$ cat src/rtl/hbm_rd_arbiter.sv
// Round-robin arbiter sharing one AXI4 read master (AR + R) among NUM_REQ column load units.
// Optional macro HBM_RD_ARB_PERF_CNT_EN adds per-requester burst and stall counters.
module hbm_rd_arbiter #(
    parameter int unsigned NUM_REQ = 2,
    parameter int unsigned ADDR_W  = 64,
    parameter int unsigned DATA_W  = 512,
    parameter int unsigned CNT_W   = 32
) (
    input  logic                         clk_i,
    input  logic                         rst_i,
    input  logic [NUM_REQ*ADDR_W-1:0]    req_araddr_i,
    input  logic [NUM_REQ*8-1:0]         req_arlen_i,
    input  logic [NUM_REQ-1:0]           req_arvalid_i,
    output logic [NUM_REQ-1:0]           req_arready_o,
    output logic [DATA_W-1:0]            req_rdata_o,
    output logic [NUM_REQ-1:0]           req_rvalid_o,
    output logic [NUM_REQ-1:0]           req_rlast_o,
    input  logic [NUM_REQ-1:0]           req_rready_i,
    output logic [ADDR_W-1:0]            m_axi_araddr_o,
    output logic [7:0]                   m_axi_arlen_o,
    output logic                         m_axi_arvalid_o,
    input  logic                         m_axi_arready_i,
    input  logic [DATA_W-1:0]            m_axi_rdata_i,
    input  logic                         m_axi_rvalid_i,
    input  logic                         m_axi_rlast_i,
    output logic                         m_axi_rready_o,
    output logic                         busy_o,
    output logic [$clog2(NUM_REQ)-1:0]   grant_id_o,
    output logic                         len_err_o,
    output logic [NUM_REQ*CNT_W-1:0]     perf_bursts_o,
    output logic [CNT_W-1:0]             perf_stall_o
);

    localparam int unsigned IdW = $clog2(NUM_REQ);

    typedef enum logic [1:0] {StIdle, StAddr, StData} state_e;

    state_e            state_q, state_d;
    logic [IdW-1:0]    rr_ptr_q, rr_ptr_d;
    logic [IdW-1:0]    grant_id_q, grant_id_d;
    logic [ADDR_W-1:0] araddr_q, araddr_d;
    logic [7:0]        arlen_q, arlen_d;
    logic [7:0]        beat_cnt_q, beat_cnt_d;
    logic              len_err_q, len_err_d;

    logic              gnt_found;
    logic [IdW-1:0]    gnt_idx;
    int unsigned       cand;
    logic [ADDR_W-1:0] sel_addr;
    logic [7:0]        sel_len;
    logic              ar_hs;
    logic              beat_acc;

    // First pending requester at or after rr_ptr, wrapping modulo NUM_REQ.
    always_comb begin
        gnt_found = 1'b0;
        gnt_idx   = '0;
        cand      = 0;
        for (int unsigned k = 0; k < NUM_REQ; k++) begin
            cand = 32'(rr_ptr_q) + k;
            if (cand >= NUM_REQ) cand = cand - NUM_REQ;
            if (!gnt_found && req_arvalid_i[IdW'(cand)]) begin
                gnt_found = 1'b1;
                gnt_idx   = IdW'(cand);
            end
        end
    end

    always_comb begin
        sel_addr = '0;
        sel_len  = '0;
        for (int unsigned i = 0; i < NUM_REQ; i++) begin
            if (gnt_idx == IdW'(i)) begin
                sel_addr = req_araddr_i[i*ADDR_W +: ADDR_W];
                sel_len  = req_arlen_i[i*8 +: 8];
            end
        end
    end

    assign ar_hs    = (state_q == StIdle) && gnt_found;
    assign beat_acc = (state_q == StData) && m_axi_rvalid_i && m_axi_rready_o;

    always_ff @(posedge clk_i) begin
        if (rst_i) state_q <= StIdle;
        else       state_q <= state_d;
    end

    always_comb begin
        state_d = state_q;
        case (state_q)
            StIdle:  if (ar_hs) state_d = StAddr;
            StAddr:  if (m_axi_arready_i) state_d = StData;
            StData:  if (beat_acc && m_axi_rlast_i) state_d = StIdle;
            default: state_d = StIdle;
        endcase
    end

    // arready is masked during reset so no handshake is reported that the FSM will ignore.
    always_comb begin
        req_arready_o   = '0;
        req_rvalid_o    = '0;
        req_rlast_o     = '0;
        m_axi_rready_o  = 1'b0;
        m_axi_arvalid_o = 1'b0;
        case (state_q)
            StIdle: if (gnt_found && !rst_i) req_arready_o[gnt_idx] = 1'b1;
            StAddr: m_axi_arvalid_o = 1'b1;
            StData: begin
                m_axi_rready_o           = req_rready_i[grant_id_q];
                req_rvalid_o[grant_id_q] = m_axi_rvalid_i;
                req_rlast_o[grant_id_q]  = m_axi_rlast_i;
            end
            default: ;
        endcase
    end

    always_comb begin
        araddr_d   = araddr_q;
        arlen_d    = arlen_q;
        grant_id_d = grant_id_q;
        beat_cnt_d = beat_cnt_q;
        rr_ptr_d   = rr_ptr_q;
        len_err_d  = len_err_q;
        if (ar_hs) begin
            araddr_d   = sel_addr;
            arlen_d    = sel_len;
            grant_id_d = gnt_idx;
            beat_cnt_d = sel_len;
        end
        if (beat_acc) begin
            if (beat_cnt_q != 8'd0) beat_cnt_d = beat_cnt_q - 8'd1;
            // rlast must coincide exactly with the final counted beat.
            if (m_axi_rlast_i != (beat_cnt_q == 8'd0)) len_err_d = 1'b1;
            if (m_axi_rlast_i) begin
                rr_ptr_d = (grant_id_q == IdW'(NUM_REQ - 1)) ? '0 : grant_id_q + IdW'(1);
            end
        end
    end

    always_ff @(posedge clk_i) begin
        if (rst_i) begin
            araddr_q   <= '0;
            arlen_q    <= '0;
            grant_id_q <= '0;
            beat_cnt_q <= '0;
            rr_ptr_q   <= '0;
            len_err_q  <= 1'b0;
        end else begin
            araddr_q   <= araddr_d;
            arlen_q    <= arlen_d;
            grant_id_q <= grant_id_d;
            beat_cnt_q <= beat_cnt_d;
            rr_ptr_q   <= rr_ptr_d;
            len_err_q  <= len_err_d;
        end
    end

    assign req_rdata_o    = m_axi_rdata_i;
    assign m_axi_araddr_o = araddr_q;
    assign m_axi_arlen_o  = arlen_q;
    assign busy_o         = (state_q != StIdle);
    assign grant_id_o     = grant_id_q;
    assign len_err_o      = len_err_q;

`ifdef HBM_RD_ARB_PERF_CNT_EN
    logic [CNT_W-1:0] bursts_q [NUM_REQ];
    logic [CNT_W-1:0] bursts_d [NUM_REQ];
    logic [CNT_W-1:0] stall_q, stall_d;

    // Both counters saturate at all-ones rather than wrapping.
    always_comb begin
        for (int unsigned i = 0; i < NUM_REQ; i++) bursts_d[i] = bursts_q[i];
        stall_d = stall_q;
        if (beat_acc && m_axi_rlast_i && bursts_q[grant_id_q] != '1) begin
            bursts_d[grant_id_q] = bursts_q[grant_id_q] + CNT_W'(1);
        end
        if ((state_q == StData) && m_axi_rvalid_i && !m_axi_rready_o && stall_q != '1) begin
            stall_d = stall_q + CNT_W'(1);
        end
    end

    always_ff @(posedge clk_i) begin
        if (rst_i) begin
            for (int unsigned i = 0; i < NUM_REQ; i++) bursts_q[i] <= '0;
            stall_q <= '0;
        end else begin
            for (int unsigned i = 0; i < NUM_REQ; i++) bursts_q[i] <= bursts_d[i];
            stall_q <= stall_d;
        end
    end

    always_comb begin
        perf_bursts_o = '0;
        for (int unsigned i = 0; i < NUM_REQ; i++) perf_bursts_o[i*CNT_W +: CNT_W] = bursts_q[i];
    end
    assign perf_stall_o = stall_q;
`else
    assign perf_bursts_o = '0;
    assign perf_stall_o  = '0;
`endif

endmodule
$ cat config.mk
export PLATFORM = sky130hd
export DESIGN_NAME = hbm_rd_arbiter
export DESIGN_NICKNAME = d
export VERILOG_FILES = /design/src/rtl/hbm_rd_arbiter.sv
export SDC_FILE = /design/constraint.sdc
export NUM_CORES = 1
export LEC_CHECK = 0
export BUFFER_PORTS_ARGS = -buffer_cell sky130_fd_sc_hd__buf_4
export CELL_PAD_IN_SITES_DETAIL_PLACEMENT = 1
export CELL_PAD_IN_SITES_GLOBAL_PLACEMENT = 1
export CORE_AREA = 2 2 535 537
export CTS_CLUSTER_DIAMETER = 40
export CTS_CLUSTER_SIZE = 12
export DETAILED_ROUTE_END_ITERATION = 12
export DIE_AREA = 0 0 537 539
export PLACE_DENSITY_LB_ADDON = 0.1
export SYNTH_ARGS = -nofsm -noshare
export SYNTH_HDL_FRONTEND = slang
export SYNTH_SLANG_ARGS = --single-unit
$ cat constraint.sdc
create_clock -name clk_i -period 2.36 [get_ports clk_i]
set_input_delay 0 -clock clk_i [delete_from_list [all_inputs] [get_ports clk_i]]
set_output_delay 0 -clock clk_i [all_outputs]
set_load 0.05 [all_outputs]
After elaboration in Yosys (flattened, before gate mapping)
Cells that the tools add are included.

cells by class
  equality and inequality tests = 6
  reductions and logical operators = 17
  bitwise operators = 2
  add/sub/neg operators = 5
  order comparisons = 8
  muxes and demuxes = 32

operators with widths
  kind                                                                                  count
  64-bit two-way mux                                                                    1
  8-bit two-way mux                                                                     4
  1-bit two-way mux                                                                     17
  2-bit two-way mux                                                                     7
  1-bit logical AND                                                                     8
  8-bit zero test                                                                       1
  1-bit by 2-bit < comparator with 1-bit output (second input constant)                 4
  8-bit nonzero test                                                                    1
  8-bit by 1-bit subtractor with 8-bit output (second input constant)                   1
  2-bit case mux with 3 select lines                                                    1
  2-bit AND                                                                             2
  2-bit != test (second input constant)                                                 2
  2-bit AND reduction                                                                   2
  3-bit AND reduction                                                                   1
  1-bit by 1-bit adder with 2-bit output (second input constant)                        1
  1-bit demux with 1-bit select                                                         2
  2-bit by 1-bit == test with 1-bit output (second input constant)                      1
  2-bit == test (second input constant)                                                 1
  1-bit greater-or-equal comparator (second input constant)                             2
  1-bit by 2-bit greater-or-equal comparator with 1-bit output (second input constant)  1
  2-bit greater-or-equal comparator (second input constant)                             1
  1-bit zero test                                                                       2
  2-bit zero test                                                                       1
  2-bit by 1-bit != test with 1-bit output (second input constant)                      1
  4 further kinds                                                                       5

word-level totals
  input port bits = 665
  output and inout port bits = 691
  word-level logic and storage cells = 77
  register bits = 85

Logic depth before layout (Yosys ltp)
Gate-level depths: netlist (run 1).

  depth in word-level cells = 14
  gate-level depth with buffers = 7
  mapped depth without buffers = 6

Least setup slack after synthesis (run 1)
OpenSTA, ideal clock, no wires.

  path type = register -> register
  from = register state_q[1]
  to = register grant_id_q (netlist: grant_id_o)
  library setup time = 66 ps
  period minus slack after synthesis = 2363 ps
  data required time = 2294 ps
  setup slack = -3 ps
  cell stages (with the launch flop) = 5
  buffers on the path = 1
  arrival time = 2298 ps
  cells stage by stage = dfxtp_1 or2_1 clkbuf_1 nor3_1 a31o_2

between the ends
  cells in the longest elaborated chain, start to end = 2

RTL lines
  what                    RTL line  RTL
  start, declared         38        state_e state_q, state_d;
  start signal, assigned  84        if (rst_i) state_q <= StIdle;
  start signal, assigned  85        else state_q <= state_d;
  2-bit zero test         80        assign ar_hs = (state_q == StIdle) && gnt_found;
  1-bit logical AND       80
  end signal, assigned    151       grant_id_q <= grant_id_d;
  end, declared           40        logic [IdW-1:0] grant_id_q, grant_id_d;

No other way between the ends.
A chain may end at the register's enable or synchronous reset.

Worst setup path after layout (run 1)
  from = register state_q[1]
  to = register araddr_q[11] (netlist: m_axi_araddr_o[11])

between the ends
  cells in the longest elaborated chain, start to end = 2

RTL lines
  what                  RTL line  RTL
  2-bit zero test       80
  1-bit logical AND     80
  end signal, assigned  149       araddr_q <= araddr_d;
  end, declared         41        logic [ADDR_W-1:0] araddr_q, araddr_d;

No other way between the ends.

==> results.cfg, run 1 <==
[logic_synthesis]
synth_top_area_cell = buf_4
synth_fa_ha_area_frac = 0.002892
syn_inst = 1122
synth.mux.area_fraction = 0.003615
netlist_area_mm2 = 0.008652
synth_simple_gate_area_share = 0.1322
synth.top_cells.by_count = 609 x buf_4, 85 x dfxtp_1, 78 x nor2_1
synth_top_flop_cell = dfxtp_1
synth_enable_flop_cells = 0
postSynth.asyncResetShare = 0
synthXorXnorAreaFrac = 0
ys_warn_count = 0
yosysMostFrequentCell = buf_4
synth_top_family_by_area = buffers and inverters
synth-compound-area-share = 0.1014
syn_avg_cell_area_um2 = 7.711
synth.ff_latch_count = 85
synth_area_leaders = buf_4 53%, dfxtp_1 20%, a311oi_1 6.5%, nand3_1 3.9%, nor2_1 3.4%
ys_types = 46
seq_area_frac_synth = 0.1967
synth_top_area_frac = 0.5284

[sta]
timing.fmax_mhz = 446.7
min_period_over_period = 0.9487
rsz0062_at_grt = no
finalCriticalPeriod_ps = 2239
setup_viol = 0
setup-tns-final_ps = 0
worst_pin_slew_ps = 586.9
whs_ps = 0.01929
finClkSkew_ps = 16.36
slew_viol_final = 0
hold_violations = 0
relSlewSlack = 0.6087

[floorplan]
std_cell_rows = 196
start_util = 0.03047
fp.dieW_um = 537
num_io_pins = 1356
core_area_mm2 = 0.2840
dieArea_mm2 = 0.2894
die_h_um = 539

[critical_path]
arrival_ps = 2560
cpPeakStageDelay_ps = 590
cp_cell_sequence = or2_4 > nor2_4 > buf_12 > buf_6 > a311oi_1 > dlygate4sd3_1
cp-end-kind = flip-flop
worstPathRequired_ps = 2680
ff2ff_path_depth = 6
cp_slowest_cell = dlygate4sd3_1
path_class = reg -> reg
start_kind = flip-flop
path_max_fanout = 38

[clock_tree]
clk_pin_slew_ps = 80
cts_tree = built
insertion_delay_ps = 440
clock_sinks = 85
htreeDepth = 3
cts_root_buf = clkbuf_16
clockBufferDepth = 2
cts_buffers = 9

[detailed_routing]
dr.pass1.iters = 4
drtAntennaViolNets = 0
drtIter0Drc = 167
wl_per_cell_um = 18.15
vias = 6421
routed_wl_mm = 85.80
route.detailed.drc = 0
via_per_inst = 1.358

[layout]
area_delta_synth_final_pct = 45.50
fin_util = 0.04433
final_nets = 1623
drive_gt1_frac = 0.2986
fin_area_mm2 = 0.01259

[grt]
grt_pass1_wl_mm = 99.21
antenna_found_initial = 6
track_usage = 0.05603
grt_pass1_vias = 6998
gr-total-overflow = 0
grt_max_degree = 77

[power_and_ir_drop]
powerDensity_mw_per_mm2 = 475.4
ir_drop_mv = 0.4060
power.total_mw = 5.984
power_leakage_nw = 3.852

[flow_run]
maxCapViolations = 0

[place]
post_dp_cell_area_mm2 = 0.01085
place_congestion = 0.6456
io_buffers = 235
dp_hpwl_mm = 73.76

[outcome]
status = finished clean

[worst_hold_path]
min_path_type = in -> out
hold_depth = 0
-- layout by cell type, fill, tap and decap left out, drive strengths merged, types with 3 or more instances in the layout --
cell type / count
buf: 252
dlygate4sd3: 133
conb: 96
dfxtp: 85
nor2: 78
nand2: 74
nand3: 67
a311oi: 64
clkbuf: 15
and3: 9
a21oi: 9
a21boi: 8
inv: 7
o21ai: 7
a31oi: 6
nor3: 6
o211ai: 6
or3: 5
diode: 4
clkinvlp: 3
-- metal layers --
layer / wire (µm) / share of wire / GRT usage / up-vias
met2: 42130 / 0.49 / 0.09641 / 675
met3: 22740 / 0.27 / 0.06977 / 178
met5: 132 / 0.0015 / 0.008827 / -
li1: - / - / - / 2654
met1: 17680 / 0.21 / 0.03096 / 2912
met4: 3127 / 0.036 / 0.02358 / 2
-- area by class of cell --
| cell class | instances | area, µm² |
|---|---|---|
| Inverter | 6 | 22.52 |
| Sequential cell | 85 | 1702 |
| Tap cell | 3762 | 4707 |
| Fill cell | 33970 | 271400 |
| Timing Repair Buffer | 388 | 3392 |
| Clock buffer | 12 | 256.5 |
| Multi-Input combinational cell | 466 | 2467 |
| Clock inverter | 4 | 31.28 |
| Antenna cell | 4 | 10.01 |
-- stage by stage --
step | setup slack, ps | std cells
finish | 121.2 | 4727
floorplan | 449.4 | 1217
global route | 0.5489 | 4726
CTS | 23.93 | 4718
detailed placement | 457.8 | 4569
global placement | 391.6 | 4569
-- worst max-delay path, delay by kind of cell (launching register included) --
family / cells / cell delay (ps)
AOI/OAI and AO/OA: 1 / 160
DFF: 1 / 350
and+or+nand+nor: 2 / 510
buffers and inverters: 3 / 1100
-- logic make-up (layout without fill, tap and decap cells) --
group,after synthesis,after routing
buf+inv,666,410
compound gates,110,110
flops,85,85
mux,3,3
other cells,1,100
simple gates,255,255
fa+ha+maj,2,2
-- final timing paths --
path / endpoint / slack [ps] / startpoint
max reg2reg: m_axi_araddr_o[11] / 120 / state_q[1]
max: m_axi_araddr_o[11] / 120 / state_q[1]
min reg2reg: len_err_o / 470 / len_err_o
min: req_rdata_o[318] / 0.02 / m_axi_rdata_i[318]
-- flip-flops by register name (all words and copies together) (netlist names) --
register	cells
state_q	2
grant_id_o	1
len_err_o	1
rr_ptr_q	1
m_axi_arlen_o	8
beat_cnt_q	8
m_axi_araddr_o	64
-- timing repair --
action                     4_1_cts  5_1_grt
resized for setup                0        6
setup endpoints to repair        0       39
hold buffers                   133        0
setup buffers                    0        2
hold endpoints to repair        71        0
-- power by group --
part	internal, mW	switching (mW)	leakage [nW]
Sequential	1.61	0.115	0.705
Clock	0.779	0.899	0.131
Combinational	0.870	1.71	3.02
Total	3.26	2.73	3.85
Note: power is estimated with default switching activity, not from simulation.
==> run 2: changes to the inputs <==
--- a/config.mk
+++ b/config.mk
@@ -7,5 +7,5 @@
 export LEC_CHECK = 0
 export BUFFER_PORTS_ARGS = -buffer_cell sky130_fd_sc_hd__buf_4
-export CELL_PAD_IN_SITES_DETAIL_PLACEMENT = 1
+export CELL_PAD_IN_SITES_DETAIL_PLACEMENT = 0
 export CELL_PAD_IN_SITES_GLOBAL_PLACEMENT = 1
 export CORE_AREA = 2 2 535 537
@@ -14,5 +14,5 @@
 export DETAILED_ROUTE_END_ITERATION = 12
 export DIE_AREA = 0 0 537 539
-export PLACE_DENSITY_LB_ADDON = 0.1
+export PLACE_DENSITY = 0.3
 export SYNTH_ARGS = -nofsm -noshare
 export SYNTH_HDL_FRONTEND = slang
==> constraint.sdc (replaced) <==
create_clock -name clk_i -period 2.36 [get_ports clk_i]
set_input_delay 0 -clock clk_i [delete_from_list [all_inputs] [get_ports clk_i]]
set_output_delay 0 -clock clk_i [all_outputs]
set_load 0.02 [all_outputs]
==> results.cfg, run 2 (same netlist as run 1, synthesis figures left out) <==
[detailed_routing]
routed_wl_mm = 159.7
wl_per_cell_um = 33.63
drtAntennaViolNets = 0
via_per_inst = 1.475
dr.pass1.iters = 5
route.detailed.drc = 0
drtIter0Drc = 291
vias = 7003

[power_and_ir_drop]
powerDensity_mw_per_mm2 = 446.5
ir_drop_mv = 0.3481
power_leakage_nw = 3.789

[grt]
gr-total-overflow = 0
track_usage = 0.1060
antenna_found_initial = 58
grt_max_degree = 62
grt_pass1_vias = 6803
grt_pass1_wl_mm = 175.2

[floorplan]
num_io_pins = 1356
start_util = 0.03047
dieArea_mm2 = 0.2894
fp.dieW_um = 537
std_cell_rows = 196
die_h_um = 539
core_area_mm2 = 0.2840

[place]
dp_cells = 4576
place_congestion = 0.7121
dp_hpwl_mm = 149.6
io_buffers = 235

[critical_path]
r2r_slack_ps = 160
critical_path.reg2reg.endpoint = m_axi_araddr_o[18]
cp-end-kind = flip-flop
path_class = reg -> reg
ff2ff_path_depth = 7
arrival_ps = 2580
worstPathRequired_ps = 2730
rr_startpoint = state_q[1]
path_max_fanout = 24
start_kind = flip-flop

[clock_tree]
cts_root_buf = clkbuf_16
htreeDepth = 3
clock_sinks = 85
clockBufferDepth = 2
cts_tree = built
cts_buffers = 9
insertion_delay_ps = 460
clk_pin_slew_ps = 130
post_cts_buffers = 0

[flow_run]
maxCapViolations = 0

[layout]
final_common_cell = buf_4
area_delta_synth_final_pct = 45.77
final_nets = 1622
largest_reg_flops = 64
mostFrequentLayoutCells = 247 x buf_4, 130 x dlygate4sd3_1, 96 x conb_1, 85 x dfxtp_1, 77 x nor2_1
fin_cells = 4748
drive_gt1_frac = 0.3003

[worst_hold_path]
hp-start = m_axi_rdata_i[181]
hold_depth = 0
min_path_type = in -> out
hold_end = req_rdata_o[181]

[sta]
rsz0062_at_grt = no
setup-tns-final_ps = 0
timing.fmax_mhz = 453.8
whs_ps = 0.007772
setup_viol = 0
relSlewSlack = 0.5094
slew_viol_final = 0
finClkSkew_ps = 44.16
min_period_over_period = 0.9337
hold_violations = 0
worst_pin_slew_ps = 728.3
finalCriticalPeriod_ps = 2204

[outcome]
status = finished clean
## run 2: changes by cell type in the layout (fill, tap and decap cells not counted), moves of 2 or more
| cell | before | now |
|---|---|---|
| diode_2 | 4 | 27 |
| buf_4 | 243 | 247 |
| clkbuf_16 | 12 | 9 |
| clkinvlp_4 | 3 | 0 |
| dlygate4sd3_1 | 133 | 130 |
| bufinv_16 | 0 | 2 |
## run 2: worst max-delay path: stages (launching register included)
cell,delay (ps)
dfxtp_1,360
or2_4,300
nor2_4,170
buf_12,210
buf_6,180
nor2_1,50
a311oi_1,220
dlygate4sd3_1,570
## run 2: timing repair
item	4_1_cts	5_1_grt
setup endpoints to repair	0	8
resized for setup	0	5
hold endpoints to repair	67	0
hold buffers	130	0
## run 2: power by group
group / internal (mW) / total [mW] / switching, mW / leakage [nW]
Combinational: 0.782 / 1.95 / 1.17 / 2.92
Sequential: 1.61 / 1.73 / 0.120 / 0.705
Clock: 0.964 / 1.96 / 0.992 / 0.160
Total: 3.35 / 5.63 / 2.28 / 3.79
## run 2: per-layer routing
metal | part of all wire | GRT usage | wire (µm)
met1 | 0.13 | 0.04050 | 21510
met2 | 0.42 | 0.1584 | 66780
met3 | 0.40 | 0.1973 | 64050
met4 | 0.044 | 0.04165 | 7046
met5 | 0.0020 | 0.003997 | 316
## run 2: cell type report
class / count / area (µm²)
flip-flops and latches: 85 / 1702
multi-input cells: 466 / 2471
diodes: 27 / 67.56
well taps: 3762 / 4707
clock inverters: 5 / 82.58
clock buffers: 10 / 239.0
repair buffers: 387 / 3321
fillers: 33850 / 271400
inverters: 6 / 22.52
## run 2: worst max-delay path by stage
stage / from / endpoint / slack (ps) / cells after the start
after floorplan: beat_cnt_q[0] / beat_cnt_q[6] / 720 / 6
after global placement: rr_ptr_q / beat_cnt_q[3] / 150 / 6
after detailed placement: rr_ptr_q / beat_cnt_q[3] / 150 / 6
after CTS: state_q[1] / m_axi_araddr_o[14] / 10 / 6
after global routing: state_q[1] / m_axi_araddr_o[53] / 40 / 7
final: state_q[1] / m_axi_araddr_o[18] / 160 / 7
## run 2: metrics by stage
| stage | total power [mW] | area [µm²] | setup slack [ps] | utilization |
|---|---|---|---|---|
| 5_1_grt | 5.988 | 12560 | 43.01 | 0.04424 |
| 2_1_floorplan | 3.996 | 9009 | 722.4 | - |
| 4_1_cts | 5.870 | 12520 | 11.94 | 0.04409 |
| 3_5_place_dp | 3.521 | 10900 | 152.3 | 0.03838 |
| 3_3_place_gp | 3.521 | 10900 | 145.0 | 0.03838 |
| 6_report | 5.631 | 12610 | 156.4 | 0.04441 |
==> run 3: changes to the inputs <==
Settings changed: BUFFER_PORTS_ARGS -buffer_cell sky130_fd_sc_hd__buf_4 to -buffer_cell sky130_fd_sc_hd__buf_2.
==> results.cfg, run 3 (same netlist as run 1, synthesis figures left out) <==
[detailed_routing]
drtAntennaViolNets = 0
vias = 7148
drtIter0Drc = 299
wl_met1_mm = 20.01
met2_wirelength_mm = 66.52
wl_per_cell_um = 33.83
routed.top_layer = met5
via_per_inst = 1.508
routed_wl_mm = 160.4
dr.pass1.iters = 6
wl_met3_mm = 65.85
route.detailed.drc = 0

[clock_tree]
clockBufferDepth = 2
cts_root_buf = clkbuf_16
insertion_delay_ps = 440
htreeDepth = 3
clock_sinks = 85
clk_pin_slew_ps = 90
cts_buffers = 9
cts_tree = built

[outcome]
status = finished clean

[floorplan]
std_cell_rows = 196
start_util = 0.03047
dieArea_mm2 = 0.2894
core_area_mm2 = 0.2840
die_h_um = 539
num_io_pins = 1356
fp.dieW_um = 537

[sta]
min_period_over_period = 0.9474
worst_pin_slew_ps = 663.0
finalCriticalPeriod_ps = 2236
slew_viol_final = 0
finClkSkew_ps = 36.33
timing.fmax_mhz = 447.3
setup_viol = 0
hold_violations = 0
setup-tns-final_ps = 0
rsz0062_at_grt = no
relSlewSlack = 0.5580

[place]
dp_hpwl_mm = 149.1
io_buffers = 235
place_congestion = 0.7117
post_dp_cell_area_mm2 = 0.01031

[critical_path]
cp_slowest_cell = dlygate4sd3_1
worstPathRequired_ps = 2730
arrival_ps = 2600
start_kind = flip-flop
path_max_fanout = 22
cpPeakStageDelay_ps = 590
cp-end-kind = flip-flop
path_class = reg -> reg
cp_cell_sequence = or2_1 > nor2_4 > buf_12 > buf_16 > nor2_1 > a311oi_1 > dlygate4sd3_1

[layout]
final_nets = 1624
fin_area_mm2 = 0.01212
mostFrequentLayoutCells = 233 x buf_2, 129 x dlygate4sd3_1, 96 x conb_1, 85 x dfxtp_1, 77 x nor2_1
layout.area.seq_mm2 = 0.001702
final_common_cell = buf_2
multi_input_area_mm2 = 0.002474
area_delta_synth_final_pct = 40.12
largest_reg_flops = 64
num-fill-cells = 33890
drive_gt1_frac = 0.3028

[grt]
grt_max_degree = 67
gr-total-overflow = 0
grt_pass1_vias = 6833
antenna_found_initial = 63
grt_pass1_wl_mm = 175.3
track_usage = 0.1062

[power_and_ir_drop]
power.total_mw = 5.653
power_leakage_nw = 3.774
ir_drop_mv = 0.3332
powerDensity_mw_per_mm2 = 466.3

[worst_hold_path]
min_path_type = in -> out

[flow_run]
maxCapViolations = 0
-- run 3: final cells by class --
type | instances | area share
tap | 3762 | 0.3883
timing repair buffer | 389 | 0.2332
multi-input combinational | 466 | 0.2040
sequential | 85 | 0.1404
clock buffer | 10 | 0.01971
clock inverter | 5 | 0.008876
antenna | 18 | 0.003716
inverter | 6 | 0.001858
-- run 3: what timing repair did --
action,4_1_cts,5_1_grt
hold buffers,129,0
resized for setup,0,7
endpoints found under the hold margin,66,0
setup endpoints to repair,0,34
setup buffers,0,4
-- run 3: path summary, 6_finish.rpt --
| path | startpoint | endpoint | slack (ps) | depth (start not counted) |
|---|---|---|---|---|
| setup / recovery | state_q[1] | m_axi_araddr_o[32] | 120 | 7 |
| hold / removal | m_axi_rdata_i[181] | req_rdata_o[181] | 0.008 | 0 |
| setup reg to reg | state_q[1] | m_axi_araddr_o[32] | 120 | 7 |
| hold reg to reg | len_err_o | len_err_o | 450 | 2 |
-- run 3: layer usage --
metal  vias up  global-route usage
met5         -            0.002332
met4        48             0.04547
met3       341              0.2034
met2      1196              0.1572
met1      2881             0.03701
li1       2682                   -
-- run 3: where the power goes --
| part | internal (mW) | switching (mW) |
|---|---|---|
| registers | 1.61 | 0.110 |
| logic | 0.751 | 1.17 |
| clock network | 1.07 | 0.946 |
-- run 3: per-stage QoR --
| stage | cells | util | hold WS (ps) | worst slack (ps) |
|---|---|---|---|---|
| floorplan | 1217 | - | 95.99 | 722.4 |
| finish | 4741 | 0.04269 | 0.007772 | 124.1 |
| detailed placement | 4573 | 0.03629 | 0.1853 | 402.9 |
| CTS | 4717 | 0.04206 | 0.1853 | 23.90 |
| global route | 4726 | 0.04256 | 0.02926 | 27.42 |
| global placement | 4573 | 0.03629 | 0.1853 | 396.0 |
-- run 3: worst max-delay path: cells and delay by family (launching register included) --
kind                   cells  cell delay, ps
AO/OA/AOI/OAI              1             240
buffers and inverters      3             970
flip-flops                 1             340
AND/OR/NAND/NOR            3             560
